===== config.mk =====
export PLATFORM = sky130hd
export DESIGN_NAME = serial_frame_sequencer
export DESIGN_NICKNAME = d
export VERILOG_FILES = /design/src/rtl/serial_frame_sequencer_pkg.sv /design/src/rtl/strobe_timeout.sv /design/src/rtl/serial_frame_sequencer.sv
export SDC_FILE = /design/constraint.sdc
export NUM_CORES = 1
export LEC_CHECK = 0
export ABC_AREA = 1
export CORE_ASPECT_RATIO = 0.5
export CORE_MARGIN = 1
export CORE_UTILIZATION = 45
export CTS_CLUSTER_SIZE = 10
export DETAILED_ROUTE_END_ITERATION = 8
export PLACE_DENSITY = 0.77
export SLEW_MARGIN = 20
export SYNTH_ARGS = -nofsm -noshare
export SYNTH_HDL_FRONTEND = slang
export SYNTH_SLANG_ARGS = --single-unit

===== constraint.sdc =====
create_clock -name clk -period 1.9 [get_ports clk]
set_input_delay 0.285 -clock clk [delete_from_list [all_inputs] [get_ports clk]]
set_output_delay 0.285 -clock clk [all_outputs]
set_load 0.005 [all_outputs]

===== src/rtl/serial_frame_sequencer_pkg.sv =====
// Shared definitions for the serial frame sequencer and the downstream capture demux.
package serial_frame_sequencer_pkg;

    localparam int unsigned      SEL_W            = 5;
    localparam logic [SEL_W-1:0] IDLE_SEL_DEFAULT = 5'd31;

    typedef enum logic [1:0] {
        StIdle   = 2'd0,
        StData   = 2'd1,
        StParity = 2'd2,
        StStop   = 2'd3
    } sfs_state_e;

endpackage


===== src/rtl/strobe_timeout.sv =====
// Counts strobe-free cycles while a frame is open; flags expiry on the TIMEOUT-th quiet cycle.
module strobe_timeout #(
    parameter int unsigned TIMEOUT = 64
) (
    input  logic clk,
    input  logic reset,
    input  logic i_active,
    input  logic i_strobe,
    output logic o_expired
);
    localparam int unsigned    CW   = $clog2(TIMEOUT + 1);
    localparam logic [CW-1:0]  LAST = CW'(TIMEOUT - 1);

    logic [CW-1:0] r_count;

    // A strobe landing on the last allowed cycle keeps the frame alive.
    assign o_expired = i_active & ~i_strobe & (r_count == LAST);

    always_ff @(posedge clk) begin
        if (reset || !i_active || i_strobe || o_expired) begin
            r_count <= '0;
        end else begin
            r_count <= r_count + CW'(1);
        end
    end

endmodule


===== src/rtl/serial_frame_sequencer.sv =====
// Receives start/data/parity/stop strobes and emits each data bit with its index for the demux.
module serial_frame_sequencer
    import serial_frame_sequencer_pkg::*;
#(
    parameter int unsigned      FRAME_LEN = 20,
    parameter logic [SEL_W-1:0] IDLE_SEL  = IDLE_SEL_DEFAULT,
    parameter int unsigned      TIMEOUT   = 64
) (
    input  logic             clk,
    input  logic             reset,
    input  logic             serial_in,
    input  logic             bit_valid,
    output logic             data_out,
    output logic [SEL_W-1:0] sel,
    output logic             frame_done,
    output logic             frame_err,
    output logic [7:0]       err_count
);
    localparam logic [SEL_W-1:0] IDX_LAST = SEL_W'(FRAME_LEN - 1);

    sfs_state_e       r_state, w_state_next;
    logic [SEL_W-1:0] r_idx, w_idx_next;
    logic [SEL_W-1:0] r_sel, w_sel_next;
    logic             r_par, w_par_next;
    logic             r_par_err, w_par_err_next;
    logic             r_data, w_data_next;
    logic             r_done, w_done_next;
    logic             r_err, w_err_next;
    logic [7:0]       r_err_count;
    logic             w_start, w_active, w_timeout;

    // A start coinciding with the frame_done pulse is deliberately dropped.
    assign w_start  = bit_valid & ~serial_in & ~r_done;
    assign w_active = (r_state != StIdle);

    strobe_timeout #(
        .TIMEOUT(TIMEOUT)
    ) u_timeout (
        .clk      (clk),
        .reset    (reset),
        .i_active (w_active),
        .i_strobe (bit_valid),
        .o_expired(w_timeout)
    );

    always_ff @(posedge clk) begin
        if (reset) begin
            r_state     <= StIdle;
            r_idx       <= '0;
            r_sel       <= IDLE_SEL;
            r_par       <= 1'b0;
            r_par_err   <= 1'b0;
            r_data      <= 1'b0;
            r_done      <= 1'b0;
            r_err       <= 1'b0;
            r_err_count <= '0;
        end else begin
            r_state   <= w_state_next;
            r_idx     <= w_idx_next;
            r_sel     <= w_sel_next;
            r_par     <= w_par_next;
            r_par_err <= w_par_err_next;
            r_data    <= w_data_next;
            r_done    <= w_done_next;
            r_err     <= w_err_next;
            if (w_err_next && (r_err_count != 8'hFF)) begin
                r_err_count <= r_err_count + 8'd1;
            end
        end
    end

    always_comb begin
        w_state_next = r_state;
        if (w_timeout) begin
            w_state_next = StIdle;
        end else begin
            unique case (r_state)
                StIdle:   if (w_start) w_state_next = StData;
                StData:   if (bit_valid && (r_idx == IDX_LAST)) w_state_next = StParity;
                StParity: if (bit_valid) w_state_next = StStop;
                StStop:   if (bit_valid) w_state_next = StIdle;
                default:  w_state_next = StIdle;
            endcase
        end
    end

    always_comb begin
        w_idx_next     = r_idx;
        w_par_next     = r_par;
        w_par_err_next = r_par_err;
        w_data_next    = r_data;
        w_sel_next     = IDLE_SEL;
        w_done_next    = 1'b0;
        w_err_next     = 1'b0;
        unique case (r_state)
            StIdle: begin
                if (w_start) begin
                    w_idx_next     = '0;
                    w_par_next     = 1'b0;
                    w_par_err_next = 1'b0;
                end
            end
            StData: begin
                if (bit_valid) begin
                    w_data_next = serial_in;
                    w_sel_next  = r_idx;
                    w_idx_next  = r_idx + SEL_W'(1);
                    w_par_next  = r_par ^ serial_in;
                end
            end
            StParity: begin
                if (bit_valid) w_par_err_next = (serial_in != r_par);
            end
            StStop: begin
                if (bit_valid) begin
                    w_done_next = 1'b1;
                    w_err_next  = r_par_err | ~serial_in;
                end
            end
            default: ;
        endcase
        if (w_timeout) w_err_next = 1'b1;
    end

    assign data_out   = r_data;
    assign sel        = r_sel;
    assign frame_done = r_done;
    assign frame_err  = r_err;
    assign err_count  = r_err_count;

endmodule


==> results of run 1 <==
==> sequential cells by signal, indices dropped and copies added, names as in the netlist <==
signal and flops:
r_par 1, r_par_err 1, data_out 1, sel 5, u_timeout.r_count 7, frame_done 1
err_count 8, r_state 2, r_idx 5, frame_err 1
==> cell type report <==
cell class / instances / area, um2
clock buffers: 7 / 96.3
clock inverters: 1 / 30.0
fillers: 338 / 1460
inverters: 26 / 97.6
multi-input cells: 154 / 865
flip-flops and latches: 32 / 641
well taps: 51 / 63.8
repair buffers: 20 / 198
==> where the power goes <==
group	internal (mW)	leakage, nW	switching (mW)	total (mW)
Sequential	0.741	0.259	0.0550	0.796
Combinational	0.221	0.498	0.394	0.616
Clock	0.463	0.0645	0.242	0.705
Total	1.43	0.822	0.692	2.12
==> critical path: cells and delay by family (launching register included) <==
kind	cells	cell delay, ps
AO/OA/AOI/OAI	1	50
adder cells (fa/ha/maj)	1	270
buffers and inverters	2	230
flip-flops	1	380
AND/OR/NAND/NOR	6	630
==> cells in the final DEF (no fill, tap or decap) <==
master,count
a21oi_1,9
a21oi_2,4
a31oi_1,1
buf_4,1
bufinv_16,1
clkbuf_8,7
clkdlybuf4s50_1,19
dfxtp_1,32
ha_1,8
inv_1,23
inv_2,3
nand2_1,48
nand2_2,3
nand2_4,3
nand3_1,13
nand3_2,7
nand4_1,3
nand4_2,1
nor2_1,35
nor2_4,2
nor3_1,2
o21ai_0,5
o21ai_2,1
o21bai_1,2
o21bai_4,1
or2_2,2
xnor2_1,2
xor2_1,2
==> layer usage <==
layer	vias to the layer above	wire [um]	GRT usage [%]
met3	10	177	6.90
met4	0	61	7.54
li1	725	-	-
met2	36	1430	30.5
met1	648	1490	21.5
met5	-	0	0
==> synth_stat cells <==
cell / instances
o21ai_0: 5
nand3_2: 7
a21oi_2: 4
ha_1: 8
inv_1: 23
dfxtp_1: 32
buf_6: 1
nand3_1: 13
nand4_1: 3
xor2_1: 2
o21bai_1: 2
nand4_2: 1
or2_2: 2
a21oi_1: 9
a31oi_1: 1
clkbuf_1: 1
nand2_4: 3
nand2_2: 3
nor3_1: 2
nand2_1: 48
o21bai_4: 1
o21ai_2: 1
xnor2_1: 2
inv_2: 3
nor2_1: 35
nor2_4: 2
buf_12: 1
==> per-stage QoR <==
step	setup WS, ps	total power, mW
after floorplan	462	1.26
after global placement	184	1.38
after detailed placement	156	1.42
after CTS	250	2.13
after global routing	128	2.25
final	250	2.12
==> logic make-up after synthesis <==
family | after synthesis | synth area share (%)
buffers and inverters | 29 | 8.10
DFF | 32 | 39.1
AOI/OAI and AO/OA | 23 | 9.40
adders and majority gates | 8 | 6.11
xor gates and xnor gates | 4 | 2.14
and+or+nand+nor | 119 | 35.1
==> path summary, 6_finish.rpt <==
path,from,endpoint,slack [ps],depth (start not counted)
hold reg to reg,u_timeout.r_count[0],u_timeout.r_count[0],460,1
setup reg to reg,r_state[0],err_count[1],250,10
setup / recovery,r_state[0],err_count[1],250,10
hold / removal,u_timeout.r_count[0],u_timeout.r_count[0],460,1
==> flow_summary_export.csv, run 1 <==
group,metric,value,unit
status,status,"completed",
finish,syn_to_final_growth,21.5,%
setup_path,start_kind,"flip-flop",
logic_synthesis,synth_nets,227,
routing,finalWirelength,3150,um
routing,vias,1419,
placed_design,placed_area,0.00186,mm2
routing,antenna_left,0,
clock_network,clk_pin_slew,70,ps
setup_path,worstPathCellList,"inv_1, ha_1, inv_2, nand2_4, nor2_4, nand2_4, nand2_4, nand2_1, nand2_1, a21oi_2",
logic_synthesis,synth_top_area_share,39.1,%
routing,wl_per_cell,10.8,um
placed_design,hpwl,2420,um
clock_network,cts_root_buf,"clkbuf_8",
clock_network,cts_setup_buffers,0,
finish,final_area,0.00199,mm2
setup_path,crit_slowest_cell,"dfxtp_1",
setup_path,crit_path_frequent_cell,"nand2_4",
setup_path,cp-end-kind,"flip-flop",
finish,nNetsFinal,251,
sta,setup_viol,0,
sta,slew_violations,0,
logic_synthesis,ys_seq_area_share,39.1,%
logic_synthesis,yosys-top-cells-area,"dfxtp_1 39%, nand2_1 11%, nor2_1 8.0%",
floorplan,core_area,0.00345,mm2
sta,fin_crit,1650,ps
grt,gr-total-overflow,0,
worst_hold_path,worstHoldPathType,"reg -> reg",
routing,via_per_inst,4.88,
setup_path,worstPathMaxFanout,13,
flow_run,cap_viol_max_count,0,
grt,grt_pass1_wl,5320,um
clock_network,clk_path_buf_depth,2,
clock_network,clk_latency,280,ps
sta,period_share,86.8,%
power_and_ir_drop,vdd_drop_max,0.355,mV
power_and_ir_drop,p_per_area,1060,mW/mm2
setup_path,required,2070,ps
logic_synthesis,yosys_warnings,0,
finish,stdcell_count,291,
floorplan,initial_utilization,47.4,%
sta,finalSetupTns,0,ps
finish,diodes,0,
floorplan,rows,15,
logic_synthesis,avgSynthCellArea,7.62,um2
grt,grt_max_degree,14,
sta,maxSlewHeadroom,76.1,%
setup_path,slowest_delay,380,ps
clock_network,postCtsResizedCells,0,
placed_design,place_congestion,0.899,
logic_synthesis,synth_cells,215,
grt,grt.total_usage,18.2,%
clock_network,cts_buffers,5,
clock_network,clock_sinks,32,
clock_network,cts_max_level,2,
floorplan,die-area,0.00390,mm2
floorplan,die_w,87.3,um
sta,tightestPinTransition,354,ps
placed_design,numPortBuffers,19,
sta,whs,456,ps
sta,finalHoldViolCount,0,
placed_design,dp_cells,283,
finish,layout-drive-gt1-share,15.0,%
grt,grt_pass1_vias,1259,
sta,skew,6.98,ps
clock_network,cts_tree,"yes",
routing,drc,0,
finish,fin_util,57.6,%
routing,first_iter_violations,83,
setup_path,crit_type,"reg -> reg",
logic_synthesis,ys_ff_latch,32,
sta,rsz0062_at_grt,"false",
sta,max_freq,606,MHz
setup_path,arrival,1820,ps
grt,grt_antenna_before_repair,0,
clock_network,hold_buffers,0,
routing,dr.pass1.iters,4,
logic_synthesis,synth_area,0.00164,mm2
logic_synthesis,ys_types,27,
floorplan,die_h,44.7,um
power_and_ir_drop,p_leak,0.822,nW
floorplan,io_pins,20,
logic_synthesis,yosys.area.top_type,"dfxtp_1",
(Power assumes the default switching activity.)
==> run 2: changes to the inputs <==
--- a/config.mk
+++ b/config.mk
@@ -16,3 +16,4 @@
 export SYNTH_ARGS = -nofsm -noshare
 export SYNTH_HDL_FRONTEND = slang
 export SYNTH_SLANG_ARGS = --single-unit
+export TNS_END_PERCENT = 20
==> results of run 2 <==
Same layout as run 1: the final DEF is identical, and so are final timing and power.
